==> config.mk <==
export PLATFORM = sky130hd
export DESIGN_NAME = mc_control_flat
export DESIGN_NICKNAME = d
export VERILOG_FILES = /design/src/rtl/mc_control_if.sv /design/src/rtl/mc_control.sv /design/src/flat_wrapper.sv
export SDC_FILE = /design/constraint.sdc
export NUM_CORES = 1
export LEC_CHECK = 0
export BUFFER_PORTS_ARGS = -buffer_cell sky130_fd_sc_hd__clkbuf_2
export CAP_MARGIN = 10
export CORE_ASPECT_RATIO = 0.8
export CORE_MARGIN = 2
export CORE_UTILIZATION = 24
export DETAILED_ROUTE_END_ITERATION = 8
export GPL_TIMING_DRIVEN = 0
export MAX_ROUTING_LAYER = met4
export PLACE_DENSITY = 0.58
export SLEW_MARGIN = 20
export SYNTH_ARGS = -nofsm -noshare
export SYNTH_HDL_FRONTEND = slang
export SYNTH_SLANG_ARGS = --single-unit
==> constraint.sdc <==
create_clock -name clk -period 1.6 [get_ports clk]
set_input_delay 0.08 -clock clk [delete_from_list [all_inputs] [get_ports clk]]
set_output_delay 0.08 -clock clk [all_outputs]
set_load 0.005 [all_outputs]
==> src/rtl/mc_control_if.sv <==
// Purpose: instruction-field / memory-ready inputs and datapath control outputs of mc_control.
// Latency: none; plain wires between the datapath and the control unit.
// Backpressure: MemReady is the only stall source, driven by the memory side.
//
// Ports (members):
//   Op, Funct, Rd, IsMul   instruction fields from the instruction register
//   MemReady               memory completes the current access this cycle
//   IRWrite .. MulBusy     control outputs (see mc_control header)
// Modports: master = datapath/memory side, slave = control unit.
interface mc_control_if #(
   parameter int ALUCTL_W = 3
);
   logic [1:0]          Op;
   logic [5:0]          Funct;
   logic [3:0]          Rd;
   logic                IsMul;
   logic                MemReady;

   logic                IRWrite;
   logic                NextPC;
   logic                AdrSrc;
   logic                ALUSrcA;
   logic [1:0]          ALUSrcB;
   logic [1:0]          ResultSrc;
   logic [1:0]          ImmSrc;
   logic [1:0]          RegSrc;
   logic [ALUCTL_W-1:0] ALUControl;
   logic [1:0]          FlagW;
   logic                RegW;
   logic                MemW;
   logic                PCS;
   logic                Undef;
   logic                MulBusy;

   modport master (
      output Op, Funct, Rd, IsMul, MemReady,
      input  IRWrite, NextPC, AdrSrc, ALUSrcA, ALUSrcB, ResultSrc, ImmSrc, RegSrc,
             ALUControl, FlagW, RegW, MemW, PCS, Undef, MulBusy
   );

   modport slave (
      input  Op, Funct, Rd, IsMul, MemReady,
      output IRWrite, NextPC, AdrSrc, ALUSrcA, ALUSrcB, ResultSrc, ImmSrc, RegSrc,
             ALUControl, FlagW, RegW, MemW, PCS, Undef, MulBusy
   );
endinterface

==> src/rtl/mc_control.sv <==
// Purpose: multicycle ARM control unit, Moore FSM over one shared memory port.
// Latency: data-proc 4, load 5, store 4, branch 3 cycles with memory always ready.
// Backpressure: FETCH/MEMRD/MEMWR hold until MemReady (unless MEM_HANDSHAKE=0).
//
// Ports: clk (rising edge), reset (async, active-low), bus (mc_control_if.slave):
//   inputs Op/Funct/Rd/IsMul/MemReady, outputs datapath mux selects and enables.
// Optional feature macro ARM_MUL_EN: adds the MULWAIT multiply state and counter.
// States not listed for a mux leave it at 0 (AdrSrc PC, SrcA reg A, SrcB reg B, ALUOut).
module mc_control #(
   parameter int ALUCTL_W      = 3,
   parameter bit MEM_HANDSHAKE = 1'b1,
   parameter int MUL_CYCLES    = 4
) (
   input  logic         clk,
   input  logic         reset,
   mc_control_if.slave  bus
);

   typedef enum logic [3:0] {
      FETCH, DECODE, MEMADR, MEMRD, MEMWB, MEMWR,
      EXECR, EXECI, ALUWB, BRANCH, MULWAIT
   } state_t;

   localparam logic [2:0] ALU_ADD = 3'd0;
   localparam logic [2:0] ALU_SUB = 3'd1;
   localparam logic [2:0] ALU_AND = 3'd2;
   localparam logic [2:0] ALU_ORR = 3'd3;
   localparam logic [2:0] ALU_EOR = 3'd4;
   localparam logic [2:0] ALU_MUL = 3'd5;

   state_t     state_q, state_d;
   logic       mem_rdy;
   logic [3:0] cmd;
   logic [2:0] dec_alu;
   logic       no_write;
   logic       cmd_bad;
   logic       flag_cv;
   logic       undef_dec;
   logic       is_mul;
   logic       mul_done;

   // With the handshake disabled every memory access completes in one cycle.
   assign mem_rdy = MEM_HANDSHAKE ? bus.MemReady : 1'b1;

   // Data-processing command decode; only meaningful for Op 00.
   always_comb begin
      cmd      = bus.Funct[4:1];
      dec_alu  = ALU_ADD;
      no_write = 1'b0;
      cmd_bad  = 1'b0;
      flag_cv  = 1'b0;
      case (cmd)
         4'b0100: begin dec_alu = ALU_ADD; flag_cv = 1'b1; end
         4'b0010: begin dec_alu = ALU_SUB; flag_cv = 1'b1; end
         4'b0000: dec_alu = ALU_AND;
         4'b1100: dec_alu = ALU_ORR;
         4'b0001: dec_alu = ALU_EOR;
         4'b1010: begin dec_alu = ALU_SUB; flag_cv = 1'b1; no_write = 1'b1; end
         4'b1000: begin dec_alu = ALU_AND; no_write = 1'b1; end
         default: cmd_bad = 1'b1;
      endcase
      undef_dec = (bus.Op == 2'b11) | ((bus.Op == 2'b00) & cmd_bad);
   end

`ifdef ARM_MUL_EN
   localparam int CNT_W = (MUL_CYCLES > 1) ? $clog2(MUL_CYCLES) : 1;

   logic [CNT_W-1:0] mul_cnt_q, mul_cnt_d;

   assign is_mul   = (bus.Op == 2'b00) & (cmd == 4'b0000) & bus.IsMul;
   assign mul_done = (mul_cnt_q == '0);

   // Loaded on entry so MULWAIT lasts exactly MUL_CYCLES cycles.
   always_comb begin
      mul_cnt_d = mul_cnt_q;
      if ((state_q == EXECR) && (state_d == MULWAIT))
         mul_cnt_d = CNT_W'(MUL_CYCLES - 1);
      else if ((state_q == MULWAIT) && !mul_done)
         mul_cnt_d = mul_cnt_q - 1'b1;
   end

   always_ff @(posedge clk or negedge reset) begin
      if (!reset) mul_cnt_q <= '0;
      else        mul_cnt_q <= mul_cnt_d;
   end
`else
   logic unused_mul;

   // Without the multiplier IsMul is ignored: the instruction decodes as AND.
   assign is_mul     = 1'b0;
   assign mul_done   = 1'b1;
   assign unused_mul = bus.IsMul ^ (MUL_CYCLES > 1);
`endif

   // State register
   always_ff @(posedge clk or negedge reset) begin
      if (!reset) state_q <= FETCH;
      else        state_q <= state_d;
   end

   // Next-state logic
   always_comb begin
      state_d = state_q;
      case (state_q)
         FETCH:   if (mem_rdy) state_d = DECODE;
         DECODE: begin
            if (undef_dec)              state_d = FETCH;
            else if (bus.Op == 2'b01)   state_d = MEMADR;
            else if (bus.Op == 2'b10)   state_d = BRANCH;
            else if (bus.Funct[5])      state_d = EXECI;
            else                        state_d = EXECR;
         end
         MEMADR:  state_d = bus.Funct[0] ? MEMRD : MEMWR;
         MEMRD:   if (mem_rdy) state_d = MEMWB;
         MEMWB:   state_d = FETCH;
         MEMWR:   if (mem_rdy) state_d = FETCH;
         EXECR:   state_d = is_mul ? MULWAIT : ALUWB;
         EXECI:   state_d = ALUWB;
         ALUWB:   state_d = FETCH;
         BRANCH:  state_d = FETCH;
         MULWAIT: if (mul_done) state_d = ALUWB;
         default: state_d = FETCH;
      endcase
   end

   // Output logic
   always_comb begin
      logic [2:0] alu3;
      logic       regw;
      logic       branch;

      alu3          = ALU_ADD;
      regw          = 1'b0;
      branch        = 1'b0;
      bus.IRWrite   = 1'b0;
      bus.NextPC    = 1'b0;
      bus.AdrSrc    = 1'b0;
      bus.ALUSrcA   = 1'b0;
      bus.ALUSrcB   = 2'b00;
      bus.ResultSrc = 2'b00;
      bus.FlagW     = 2'b00;
      bus.MemW      = 1'b0;
      bus.Undef     = 1'b0;
      bus.MulBusy   = 1'b0;
      bus.ImmSrc    = bus.Op;
      bus.RegSrc    = {bus.Op == 2'b10, bus.Op == 2'b01};

      case (state_q)
         FETCH: begin
            bus.ALUSrcA   = 1'b1;
            bus.ALUSrcB   = 2'b10;
            bus.ResultSrc = 2'b10;
            bus.IRWrite   = mem_rdy;
            bus.NextPC    = mem_rdy;
         end
         DECODE: begin
            // PC+4 again here gives R15 = PC+8 for operand reads.
            bus.ALUSrcA   = 1'b1;
            bus.ALUSrcB   = 2'b10;
            bus.ResultSrc = 2'b10;
            bus.Undef     = undef_dec;
         end
         MEMADR:  bus.ALUSrcB = 2'b01;
         MEMRD:   bus.AdrSrc  = 1'b1;
         MEMWB: begin
            bus.ResultSrc = 2'b01;
            regw          = 1'b1;
         end
         MEMWR: begin
            bus.AdrSrc = 1'b1;
            bus.MemW   = 1'b1;
         end
         EXECR, EXECI: begin
            bus.ALUSrcB = (state_q == EXECI) ? 2'b01 : 2'b00;
            alu3        = dec_alu;
            bus.FlagW   = {bus.Funct[0], bus.Funct[0] & flag_cv};
         end
         ALUWB:   regw = ~no_write;
         BRANCH: begin
            bus.ALUSrcB   = 2'b01;
            bus.ResultSrc = 2'b10;
            branch        = 1'b1;
         end
         MULWAIT: begin
            alu3        = ALU_MUL;
            bus.MulBusy = 1'b1;
         end
         default: ;
      endcase

      bus.RegW = regw;
      bus.PCS  = ((bus.Rd == 4'hF) & regw) | branch;

      // Strobes are forced low while reset is held; muxes already sit at FETCH values.
      if (!reset) begin
         bus.IRWrite = 1'b0;
         bus.NextPC  = 1'b0;
         bus.RegW    = 1'b0;
         bus.MemW    = 1'b0;
         bus.PCS     = 1'b0;
         bus.Undef   = 1'b0;
         bus.MulBusy = 1'b0;
      end

      bus.ALUControl      = '0;
      bus.ALUControl[2:0] = alu3;
   end

endmodule

==> src/flat_wrapper.sv <==
// flat-port wrapper written by rule: the top's interface ports become plain ports
module mc_control_flat 
#(
   parameter int ALUCTL_W      = 3,
   parameter bit MEM_HANDSHAKE = 1'b1,
   parameter int MUL_CYCLES    = 4
)
  (clk, reset, bus_Op, bus_Funct, bus_Rd, bus_IsMul, bus_MemReady, bus_IRWrite, bus_NextPC, bus_AdrSrc, bus_ALUSrcA, bus_ALUSrcB, bus_ResultSrc, bus_ImmSrc, bus_RegSrc, bus_ALUControl, bus_FlagW, bus_RegW, bus_MemW, bus_PCS, bus_Undef, bus_MulBusy);
  mc_control_if #(.ALUCTL_W(ALUCTL_W)) bus_i ();
  input  logic clk;
  input  logic reset;
  input wire logic [$bits(bus_i.Op)-1:0] bus_Op;
  input wire logic [$bits(bus_i.Funct)-1:0] bus_Funct;
  input wire logic [$bits(bus_i.Rd)-1:0] bus_Rd;
  input wire logic [$bits(bus_i.IsMul)-1:0] bus_IsMul;
  input wire logic [$bits(bus_i.MemReady)-1:0] bus_MemReady;
  output wire logic [$bits(bus_i.IRWrite)-1:0] bus_IRWrite;
  output wire logic [$bits(bus_i.NextPC)-1:0] bus_NextPC;
  output wire logic [$bits(bus_i.AdrSrc)-1:0] bus_AdrSrc;
  output wire logic [$bits(bus_i.ALUSrcA)-1:0] bus_ALUSrcA;
  output wire logic [$bits(bus_i.ALUSrcB)-1:0] bus_ALUSrcB;
  output wire logic [$bits(bus_i.ResultSrc)-1:0] bus_ResultSrc;
  output wire logic [$bits(bus_i.ImmSrc)-1:0] bus_ImmSrc;
  output wire logic [$bits(bus_i.RegSrc)-1:0] bus_RegSrc;
  output wire logic [$bits(bus_i.ALUControl)-1:0] bus_ALUControl;
  output wire logic [$bits(bus_i.FlagW)-1:0] bus_FlagW;
  output wire logic [$bits(bus_i.RegW)-1:0] bus_RegW;
  output wire logic [$bits(bus_i.MemW)-1:0] bus_MemW;
  output wire logic [$bits(bus_i.PCS)-1:0] bus_PCS;
  output wire logic [$bits(bus_i.Undef)-1:0] bus_Undef;
  output wire logic [$bits(bus_i.MulBusy)-1:0] bus_MulBusy;
  assign bus_i.Op = bus_Op;
  assign bus_i.Funct = bus_Funct;
  assign bus_i.Rd = bus_Rd;
  assign bus_i.IsMul = bus_IsMul;
  assign bus_i.MemReady = bus_MemReady;
  assign bus_IRWrite = bus_i.IRWrite;
  assign bus_NextPC = bus_i.NextPC;
  assign bus_AdrSrc = bus_i.AdrSrc;
  assign bus_ALUSrcA = bus_i.ALUSrcA;
  assign bus_ALUSrcB = bus_i.ALUSrcB;
  assign bus_ResultSrc = bus_i.ResultSrc;
  assign bus_ImmSrc = bus_i.ImmSrc;
  assign bus_RegSrc = bus_i.RegSrc;
  assign bus_ALUControl = bus_i.ALUControl;
  assign bus_FlagW = bus_i.FlagW;
  assign bus_RegW = bus_i.RegW;
  assign bus_MemW = bus_i.MemW;
  assign bus_PCS = bus_i.PCS;
  assign bus_Undef = bus_i.Undef;
  assign bus_MulBusy = bus_i.MulBusy;
  mc_control #(.ALUCTL_W(ALUCTL_W), .MEM_HANDSHAKE(MEM_HANDSHAKE), .MUL_CYCLES(MUL_CYCLES)) u_core (.clk(clk), .reset(reset), .bus(bus_i));
endmodule
==> run summary, run 1 <==
### Run status
• finished, final reports clean — status

### Power and ir drop
• 15.1% — sequential fraction of design power
• 0.0006625 W — Int Power
• 1206 nW/um^2 — power density of the placed cells
• 0.4966 nW — static leakage power
• 0.0004705 W — NetSw
• 74.3% — combinational fraction of design power
• 41.53% — Sw Share
• 10.6% — share of power burned in the clock network
• 376.6 uV — largest voltage drop on the vdd net

### Global routing
• 11.36% — Total Routing Usage GR
• 624 — vias in the first global route
• 0 — total gr overflow
• 11 — pin count of the biggest net entering global routing
• 2.553 mm — first-pass GRT wire length
• 0 — antenna violations before repair

### Clocking
• 40 ps — clock slew seen by the registers of the worst setup and hold paths
• yes — clock tree from TritonCTS
• 1 — H-tree lvl count
• 230 ps — clk_lat worst skew
• 3 — total CTS buffers
• 4 — Sink Count
• 2 — Bufs on Longest Clock Path
• sky130_fd_sc_hd__clkbuf_4 — CTS Root Cell

### Synth
• sky130_fd_sc_hd__dfrtp_1 16%, sky130_fd_sc_hd__ha_1 8.0%, sky130_fd_sc_hd__nand2_1 7.8% — Synth area leaders
• sky130_fd_sc_hd__dfrtp_1 — Synth area leader
• 102 — Synth Net Count
• 4 — flip-flop and latch count after synthesis
• 33 — number of distinct library cells after synthesis
• 7.660 sq um — synthesized area divided by synthesized cell count
• 15.94% — sequential-to-total area share from yosys stat
• sky130_fd_sc_hd__dfrtp_1 — predominant post-synthesis flop cell
• sky130_fd_sc_hd__nand2_1 — most numerous cell in the Yosys netlist
• 13 x sky130_fd_sc_hd__nand2_1, 6 x sky130_fd_sc_hd__nor2_1, 5 x sky130_fd_sc_hd__buf_4 — top cells by count, synth
• 0% — multiplexer area fraction after synthesis
• 44.62% — area fraction in and, or, nand and nor cells after synthesis
• 15.94% — share of Yosys cell area claimed by the top area cell type
• 628.1 sq um — synthesized cell area
• simple AND/OR/NAND/NOR gates — main combinational cell family by area after synthesis
• 7.968% — fraction of the mapped netlist area in adder cells
• 0 — number of warning messages in the yosys log
• 2.789% — parity-gate share of the synthesized area counting xor and xnor cells
• 100.0% — fraction of synthesis flops using an asynchronous set or reset pin
• 0 — count of flip-flops with a built-in enable after synthesis
• 82 — post-synthesis cell count
• 15.94% — compound-gate portion of the synthesized area

### Die
• 3045 sq um — die outline area
• 38 — number of top-level design ports
• 2462 sq um — total core area
• 61.20 um — width of the die
• 16 — number of placement rows
• 25.51% — initial core utilization
• 49.76 um — vertical die dimension

### Critical path
• 8 — critical path fanouts, max
• 360 ps — longest individual stage delay on the worst path
• 250 ps — R2R setup slack
• buf_6 > and2b_2 > a31oi_2 > and2b_2 > clkbuf_2 — CP Cell Sequence
• 1450 ps — arrival time of data at the critical path endpoint
• 1520 ps — worst path required time
• sky130_fd_sc_hd__and2b_2 — most prevalent standard cell on the critical path
• reg2out — Worst Setup Path Type
• sky130_fd_sc_hd__dfrtp_1 — Slowest-stage cell, CP
• flip-flop — Critical Path Source Type
• primary output — type of element capturing the critical path

### Route
• 4.431 — vias per cell
• 0 — DRC violations left
• 10.68 um — routed wirelength normalized by instance count
• 16 — Iter 0 DRT Violations
• 709 — count of vias placed by the detailed router
• 4 — Initial DRT Pass Iterations
• 1.708 mm — routed wire length
• 0 — ANT nets after route

### Timing
• true — unrepaired setup endpoints after global routing
• 0 — final number of max-transition violations
• 0 — Hold Fails Final Rpt
• 285.2 ps — transition time of the tightest slew-check pin
• 655.1 MHz — achievable clock frequency
• 1526 ps — clock period minus worst slack
• 0 — final setup violating endpoints
• 80.84% — Rel. slew slack
• 2.909 ps — final clock skew
• 95.40% — final worst-path cycle share

### Cells and area
• 49.60% — Synth-to-Final Area Change
• 52.42% — ratio of cells with drive above 1 in the final layout
• 268 — number of fill cells
• u_core.state_q: 4 flops — largest registers ranked by flip-flop count
• 160 — non-filler instance count after layout
• 4 — number of flip-flops under the largest register name
• 0 — count of antenna diodes in the layout
• 38.16% — final core utilization
• u_core.state_q — Largest Register
• 146 — Final nets

### Place
• 154 — Cells after DPL
• 36 — number of buffers inserted by port buffering
• 0.8779 — gp weighted congestion
• 1.328 mm — HPWL Detailed

### Worst hold path
• in2reg — worst hold path type

### Run
• 0 — total of max-cap violations

[metrics by stage]
step / hold slack (ps) / instance area [sq um] / setup TNS (ps) / power (W) / worst slack [ps]
3_5_place_dp: -63.44 / 853.3 / 0 / 0.0009091 / 236.4
3_3_place_gp: -63.32 / 853.3 / 0 / 0.0008945 / 265.5
4_1_cts: 168.9 / 894.6 / 0 / 0.001060 / 1.869
2_1_floorplan: -215.6 / 628.1 / 0 / 0.0006761 / 382.6
6_report: 170.4 / 939.7 / 0 / 0.001133 / 73.54
5_1_grt: 188.9 / 939.7 / -16.06 / 0.001242 / -16.06
[path summary, 6_finish.rpt]
path,startpoint,endpoint,cells after the start
worst max-delay path,u_core.state_q[3]$_DFFE_PN0P_,bus_RegW,5
worst max register to register,u_core.state_q[1]$_DFFE_PN0P_,u_core.state_q[0]$_DFFE_PN0P_,4
worst min register to register,u_core.state_q[2]$_DFFE_PN0P_,u_core.state_q[1]$_DFFE_PN0P_,4
min in group asynchronous,reset,u_core.state_q[3]$_DFFE_PN0P_,2
worst min-delay path,bus_Funct[5],u_core.state_q[0]$_DFFE_PN0P_,3
max in group asynchronous,reset,u_core.state_q[1]$_DFFE_PN0P_,2
[metal layers]
metal | share of wire [%] | GRT usage [%] | vias to the layer above
met5 | 0 | - | -
met4 | 0 | 3.623 | 0
met3 | 8.5 | 3.937 | 0
met2 | 42 | 15.60 | 36
met1 | 50 | 15.47 | 308
li1 | - | - | 365
[repair_timing]
item / 4_1_cts / 5_1_grt
setup endpoints to repair: 1 / 11
pin swaps: 0 / 2
gates resized for setup: 1 / 10
hold buffers: 1 / 0
endpoints found under the hold margin: 4 / 0
setup buffers: 0 / 2
[logic make-up after synthesis]
group                    after synthesis
AO/OA/AOI/OAI                         14
XOR/XNOR                               2
adder cells (fa/ha/maj)                4
buffers and inverters                 12
flip-flops                             4
AND/OR/NAND/NOR                       46
[worst max-delay path: cells and delay by family, from the launching register on]
kind                   cells  cell delay [ps]
and+or+nand+nor            2              440
DFF                        1              360
buffers and inverters      2              240
AOI/OAI and AO/OA          1              170
[power by group through the flow]
stage | clock (W) | sequential [W] | combinational, W
3_5_place_dp | 0 | 0.000166 | 0.000743
6_report | 0.000120 | 0.000171 | 0.000842
3_3_place_gp | 0 | 0.000165 | 0.000730
4_1_cts | 0.000126 | 0.000168 | 0.000766
5_1_grt | 0.000133 | 0.000177 | 0.000931
2_1_floorplan | 0 | 0.000163 | 0.000513
[cell usage in the layout (no fill, tap or decap), types with 3 or more instances in the layout]
cell                       Yosys  routed
sky130_fd_sc_hd__and3_1        3       3
sky130_fd_sc_hd__nor2_1        6       5
sky130_fd_sc_hd__inv_1         4       4
sky130_fd_sc_hd__nor2b_2       0       3
sky130_fd_sc_hd__clkbuf_2      0      36
sky130_fd_sc_hd__nand2_1      13      13
sky130_fd_sc_hd__and2b_2       3       3
sky130_fd_sc_hd__dfrtp_1       4       3
sky130_fd_sc_hd__ha_1          4       4
sky130_fd_sc_hd__o21ai_0       3       3
sky130_fd_sc_hd__buf_4         5       6
sky130_fd_sc_hd__nor3b_1       3       3
sky130_fd_sc_hd__clkbuf_4      0       4
sky130_fd_sc_hd__buf_6         2       3
[cell type report]
cell class	instances	area, sq um	share of cell area (%)
Buffer	8	71.32	7.590
Clock buffer	3	22.52	2.397
Inverter	4	15.01	1.598
Multi-Input combinational cell	66	479.2	51.00
Sequential cell	4	101.3	10.79
Tap cell	36	45.04	4.794
Timing Repair Buffer	39	205.2	21.84
Note: power is estimated with default switching activity, not from simulation.
==> run 2: changes to the inputs <==
==> constraint.sdc (replaced) <==
create_clock -name clk -period 1.9 [get_ports clk]
set_input_delay 0.095 -clock clk [delete_from_list [all_inputs] [get_ports clk]]
set_output_delay 0.095 -clock clk [all_outputs]
set_load 0.005 [all_outputs]
==> run summary, run 2 (synthesized netlist as in run 1, its figures left out) <==
### Clocking
• 0 — post-cts resize count, -1
• 2 — Bufs on Longest Clock Path, unchanged
• 0 — post-CTS setup repair buffer count, unchanged
• 4 — Sink Count, unchanged
• 230 ps — clk_lat worst skew, about the same
• 30 ps — clock slew seen by the registers of the worst setup and hold paths, about the same
• sky130_fd_sc_hd__clkbuf_4 — CTS Root Cell
• 3 — total CTS buffers, unchanged
• 1 — H-tree lvl count, unchanged
• yes — clock tree from TritonCTS

### Global routing
• 0 — total gr overflow, unchanged
• 0 — antenna violations before repair, unchanged
• 11.31% — Total Routing Usage GR, -0.054 points
• 2.539 mm — first-pass GRT wire length, -0.55%
• 11 — pin count of the biggest net entering global routing, unchanged
• 622 — vias in the first global route, -0.32%

### Route
• 4 — Initial DRT Pass Iterations, unchanged
• 1.674 mm — routed wire length, -2.0%
• 14 — Iter 0 DRT Violations, -2
• 166 um — met3 wire length, +14%
• 0 — ANT nets after route, unchanged
• 709 — count of vias placed by the detailed router, unchanged
• 840 um — routed metal-1 wire length, -0.94%
• met3 — highest routed layer
• 668 um — wire length on met2, -6.4%
• 4.487 — vias per cell, +1.3%
• 0 — DRC violations left, unchanged
• 10.59 um — routed wirelength normalized by instance count, -0.75%

### Critical path
• 530 ps — R2R setup slack, +280 ps
• 8 — critical path fanouts, max, unchanged
• sky130_fd_sc_hd__dfrtp_1 — Slowest-stage cell, CP
• 1800 ps — worst path required time, +280 ps
• 1500 ps — arrival time of data at the critical path endpoint, +50 ps
• 360 ps — longest individual stage delay on the worst path, about the same
• primary output — type of element capturing the critical path
• u_core.state_q[0]$_DFFE_PN0P_ — worst flop-to-flop path endpoint
• flip-flop — Critical Path Source Type
• simple AND/OR/NAND/NOR gates — Worst path top cell family by delay
• reg2out — Worst Setup Path Type
• 2 — critical path buffer and inverter count, unchanged
• buf_6 > nor4b_2 > a31oi_1 > o21ai_1 > and2_1 > clkbuf_2 — CP Cell Sequence
• 5 — Worst R2R Path Depth, +1
• u_core.state_q[3]$_DFFE_PN0P_ — startpoint of the worst register-to-register path

### Cells and area
• 36 x sky130_fd_sc_hd__clkbuf_2, 13 x sky130_fd_sc_hd__nand2_1, 6 x sky130_fd_sc_hd__nor2_1 — most used cells in the layout excluding fill and tap cells
• 144 — Final nets, -1.4%
• 273 — number of fill cells, +1.9%
• 4 — number of flip-flops under the largest register name, unchanged
• 41.04% — Synth-to-Final Area Change
• 447.9 sq um — area taken by multi-input logic gates, -6.5%
• u_core.state_q: 4 flops — largest registers ranked by flip-flop count
• 45.08% — ratio of cells with drive above 1 in the final layout, -7.3 points
• 100.1 sq um — area of all sequential standard cells, -1.2%
• 0 — count of antenna diodes in the layout, unchanged
• sky130_fd_sc_hd__clkbuf_2 — most common library cell in the layout ignoring fill and taps
• u_core.state_q — Largest Register
• 158 — non-filler instance count after layout, -1.3%

### Power and ir drop
• 976.4 nW/um^2 — power density of the placed cells, -19%
• 0.4811 nW — static leakage power, -3.1%
• 328.0 uV — largest voltage drop on the vdd net, -13%

### Run
• 0 — total of max-cap violations, unchanged

### Die
• 3045 sq um — die outline area, unchanged
• 16 — number of placement rows, unchanged
• 25.51% — initial core utilization, unchanged
• 49.76 um — vertical die dimension, unchanged
• 38 — number of top-level design ports, unchanged
• 2462 sq um — total core area, unchanged
• 61.20 um — width of the die, unchanged

### Run status
• finished, final reports clean — status

### Timing
• false — unrepaired setup endpoints after global routing
• 2.882 ps — final clock skew, -0.02752 ps
• 0 — final number of max-transition violations, unchanged
• 83.83% — final worst-path cycle share
• 0 — final setup violating endpoints, unchanged
• 0 ps — setup_tns, unchanged
• 1593 ps — clock period minus worst slack
• 308.1 ps — transition time of the tightest slew-check pin, +22.88 ps
• 0 — Hold Fails Final Rpt, unchanged
• 79.42% — Rel. slew slack, -1.4 points
• 627.8 MHz — achievable clock frequency

### Place
• 1.328 mm — HPWL Detailed, unchanged
• 154 — Cells after DPL, unchanged
• 0.8779 — gp weighted congestion, unchanged
• 36 — number of buffers inserted by port buffering, unchanged

### Worst hold path
• bus_Funct[5] — start point of the worst min-delay path
• in2reg — worst hold path type
• 3 — hold path cells, unchanged
• u_core.state_q[0]$_DFFE_PN0P_ — capture endpoint of the worst hold path

-- run 2: cell type report --
cell class / count / share of cell area [%]
buffer: 8 / 7.345
clock buffer: 3 / 2.542
inverter: 4 / 1.695
multi-input combinational: 66 / 50.56
sequential: 4 / 11.30
tap: 36 / 5.085
timing repair buffer: 37 / 21.47
-- run 2: repair_timing --
action,4_1_cts,5_1_grt
hold endpoints to repair,4,0
hold buffers,1,0
endpoints found under the setup margin,0,0
-- run 2: worst max-delay path by stage --
stage,end,startpoint,cells after the start
after global routing,bus_Undef,u_core.state_q[3]$_DFFE_PN0P_,6
after floorplan,u_core.state_q[0]$_DFFE_PN0P_,u_core.state_q[2]$_DFFE_PN0P_,5
final,bus_PCS,u_core.state_q[0]$_DFFE_PN0P_,6
after CTS,bus_PCS,u_core.state_q[0]$_DFFE_PN0P_,6
after global placement,u_core.state_q[0]$_DFFE_PN0P_,u_core.state_q[3]$_DFFE_PN0P_,5
after detailed placement,bus_PCS,u_core.state_q[0]$_DFFE_PN0P_,6
-- run 2: stage by stage --
stage	total power, W	hold WS, ps	worst slack [ps]	cell area [sq um]	util [%]
6_report	0.0008650	185.0	307.2	885.9	35.98
5_1_grt	0.0009523	203.9	140.3	885.9	35.98
4_1_cts	0.0008756	183.9	273.2	885.9	35.98
3_5_place_dp	0.0007655	-48.44	521.4	853.3	34.65
3_3_place_gp	0.0007533	-48.32	565.5	853.3	34.65
2_1_floorplan	0.0005694	-200.6	682.6	628.1	-
-- run 2: routing by layer --
layer | up-vias | GRT usage (%)
met1 | 303 | 15.31
met5 | - | -
met3 | 0 | 3.937
met2 | 47 | 15.60
li1 | 359 | -
met4 | 0 | 3.623
-- run 2: where the power goes --
group          total, W  switching [W]  internal, W
clock network  0.000101      0.0000308    0.0000703
registers      0.000139      0.0000201     0.000118
logic          0.000625       0.000314     0.000312
-- run 2: worst min-delay path, stage by stage --
cell                       delay (ps)
sky130_fd_sc_hd__clkbuf_2          80
sky130_fd_sc_hd__nor2_1           110
sky130_fd_sc_hd__o32ai_2           80
==> run 3: changes to the inputs <==
--- a/config.mk
+++ b/config.mk
@@ -13,7 +13,7 @@
 export DETAILED_ROUTE_END_ITERATION = 8
 export GPL_TIMING_DRIVEN = 0
 export MAX_ROUTING_LAYER = met4
-export PLACE_DENSITY = 0.58
+export PLACE_DENSITY = 0.59
 export SLEW_MARGIN = 20
 export SYNTH_ARGS = -nofsm -noshare
 export SYNTH_HDL_FRONTEND = slang
==> constraint.sdc (replaced) <==
create_clock -name clk -period 1.33 [get_ports clk]
set_input_delay 0.0665 -clock clk [delete_from_list [all_inputs] [get_ports clk]]
set_output_delay 0.0665 -clock clk [all_outputs]
set_load 0.005 [all_outputs]
==> run summary, run 3 (synthesized netlist as in run 1, its figures left out) <==
### Global routing
• 2.773 mm — first-pass GRT wire length, +9.2%
• 12.07% — Total Routing Usage GR, +0.76 points
• 665 — vias in the first global route, +6.9%
• 0 — antenna violations before repair, unchanged
• 11 — pin count of the biggest net entering global routing, unchanged
• 0 — total gr overflow, unchanged

### Place
• -13.64 ps — Place WS, -535.0 ps
• 1.401 mm — HPWL Detailed, +5.5%
• 36 — number of buffers inserted by port buffering, unchanged
• 0.8928 — gp weighted congestion, +1.7%

### Power and ir drop
• 0.001569 W — sum of internal, switching and leakage power, +81%
• 513.2 uV — largest voltage drop on the vdd net, +56%
• 0.5402 nW — static leakage power, +12%
• 1530 nW/um^2 — power density of the placed cells, +57%

### Critical path
• flip-flop — Critical Path Source Type
• 1260 ps — worst path required time, -540 ps
• primary output — type of element capturing the critical path
• 1440 ps — arrival time of data at the critical path endpoint, -60 ps
• reg2out — Worst Setup Path Type
• 8 — critical path fanouts, max, unchanged

### Clocking
• 2 — Bufs on Longest Clock Path, unchanged
• 4 — Sink Count, unchanged
• 40 ps — clock slew seen by the registers of the worst setup and hold paths, about the same
• 1 — H-tree lvl count, unchanged
• 3 — total CTS buffers, unchanged
• sky130_fd_sc_hd__clkbuf_4 — CTS Root Cell
• 230 ps — clk_lat worst skew, about the same
• yes — clock tree from TritonCTS

### Cells and area
• 0 — count of antenna diodes in the layout, unchanged
• sky130_fd_sc_hd__clkbuf_2 — most common library cell in the layout ignoring fill and taps
• u_core.state_q: 4 flops — largest registers ranked by flip-flop count
• 4 — number of flip-flops under the largest register name, unchanged
• u_core.state_q — Largest Register
• 33 x sky130_fd_sc_hd__clkbuf_2, 13 x sky130_fd_sc_hd__nand2_1, 12 x sky130_fd_sc_hd__buf_4 — most used cells in the layout excluding fill and tap cells
• 63.35% — Synth-to-Final Area Change
• 270 — number of fill cells, -1.1%
• 55.38% — ratio of cells with drive above 1 in the final layout, +10 points
• 152 — Final nets, +5.6%

### Timing
• 113.5% — final worst-path cycle share
• 13 — final setup violating endpoints, +13
• 79.85% — Rel. slew slack, +0.44 points
• 0 — Hold Fails Final Rpt, unchanged
• 0 — final number of max-transition violations, unchanged
• true — unrepaired setup endpoints after global routing
• 301.5 ps — transition time of the tightest slew-check pin, -6.563 ps
• 5.256 ps — final clock skew, +2.374 ps
• -1315 ps — setup_tns, -1315 ps
• 662.2 MHz — achievable clock frequency
• 1510 ps — clock period minus worst slack
• -180.1 ps — Worst Slack Setup Final, -487.3 ps

### Route
• 716 — count of vias placed by the detailed router, +0.99%
• 1.821 mm — routed wire length, +8.8%
• 4.313 — vias per cell, -3.9%
• 0 — DRC violations left, unchanged
• 12 — Iter 0 DRT Violations, -2
• 0 — ANT nets after route, unchanged
• 3 — Initial DRT Pass Iterations, -1
• 10.97 um — routed wirelength normalized by instance count, +3.5%

### Run status
• finished with violations — status
• setup timing — violations in the final reports

### Die
• 3045 sq um — die outline area, unchanged
• 49.76 um — vertical die dimension, unchanged
• 16 — number of placement rows, unchanged
• 25.51% — initial core utilization, unchanged
• 2462 sq um — total core area, unchanged
• 61.20 um — width of the die, unchanged
• 38 — number of top-level design ports, unchanged

### Run
• 0 — total of max-cap violations, unchanged

### Worst hold path
• in2reg — worst hold path type

[run 3: critical path, stage by stage, from the launching register on]
cell and delay [ps]:
sky130_fd_sc_hd__dfrtp_1 360, sky130_fd_sc_hd__buf_6 140, sky130_fd_sc_hd__nor4b_4 320, sky130_fd_sc_hd__a31oi_4 50
sky130_fd_sc_hd__o21ai_1 120, sky130_fd_sc_hd__and2_1 130, sky130_fd_sc_hd__clkbuf_2 100
[run 3: report_power, final]
part | switching, W | internal (W) | total (W) | leakage [nW]
logic | 0.000548 | 0.000667 | 0.00121 | 0.476
registers | 0.0000387 | 0.000171 | 0.000210 | 0.0506
clock network | 0.0000445 | 0.000101 | 0.000145 | 0.0138
total | 0.000631 | 0.000939 | 0.00157 | 0.540
[run 3: routing by layer]
layer  global-route usage [%]  vias to the layer above  share of wire [%]
met1                    17.70                      309                 51
met5                        -                        -                  0
met3                    2.362                        0                7.1
li1                         -                      375                  -
met2                    17.02                       32                 42
met4                    2.536                        0                  0
[run 3: path summary, 6_finish.rpt]
kind / from / slack (ps) / depth (start not counted) / to
setup reg to reg: u_core.state_q[1]$_DFFE_PN0P_ / 10 / 4 / u_core.state_q[0]$_DFFE_PN0P_
hold / removal: bus_Funct[5] / 170 / 3 / u_core.state_q[0]$_DFFE_PN0P_
hold reg to reg: u_core.state_q[3]$_DFFE_PN0P_ / 670 / 4 / u_core.state_q[1]$_DFFE_PN0P_
max in group asynchronous: reset / 830 / 2 / u_core.state_q[1]$_DFFE_PN0P_
setup / recovery: u_core.state_q[3]$_DFFE_PN0P_ / -180 / 6 / bus_PCS
min in group asynchronous: reset / 310 / 2 / u_core.state_q[3]$_DFFE_PN0P_
[run 3: layout make-up]
cell class | instances | area (sq um) | area share (%)
Inverter | 4 | 15.01 | 1.463
Clock buffer | 3 | 22.52 | 2.195
Timing Repair Buffer | 45 | 262.8 | 25.61
Sequential cell | 4 | 101.3 | 9.878
Tap cell | 36 | 45.04 | 4.390
Buffer | 8 | 75.07 | 7.317
Multi-Input combinational cell | 66 | 504.2 | 49.15
[run 3: timing repair]
action	CTS	global route
pin swaps	4	4
setup buffers	3	5
gates resized for setup	9	12
endpoints found under the setup margin	16	19
hold endpoints to repair	4	4
[run 3: metrics by stage]
step / area, sq um / util, % / hold slack (ps) / std cells
6_report: 1026 / 41.67 / 171.3 / 166
5_1_grt: 1026 / 41.67 / 193.0 / 166
4_1_cts: 934.6 / 37.96 / -329.4 / 160
3_5_place_dp: 853.3 / 34.65 / -76.68 / 154
3_3_place_gp: 853.3 / 34.65 / -79.75 / 154
2_1_floorplan: 628.1 / - / -229.1 / 82
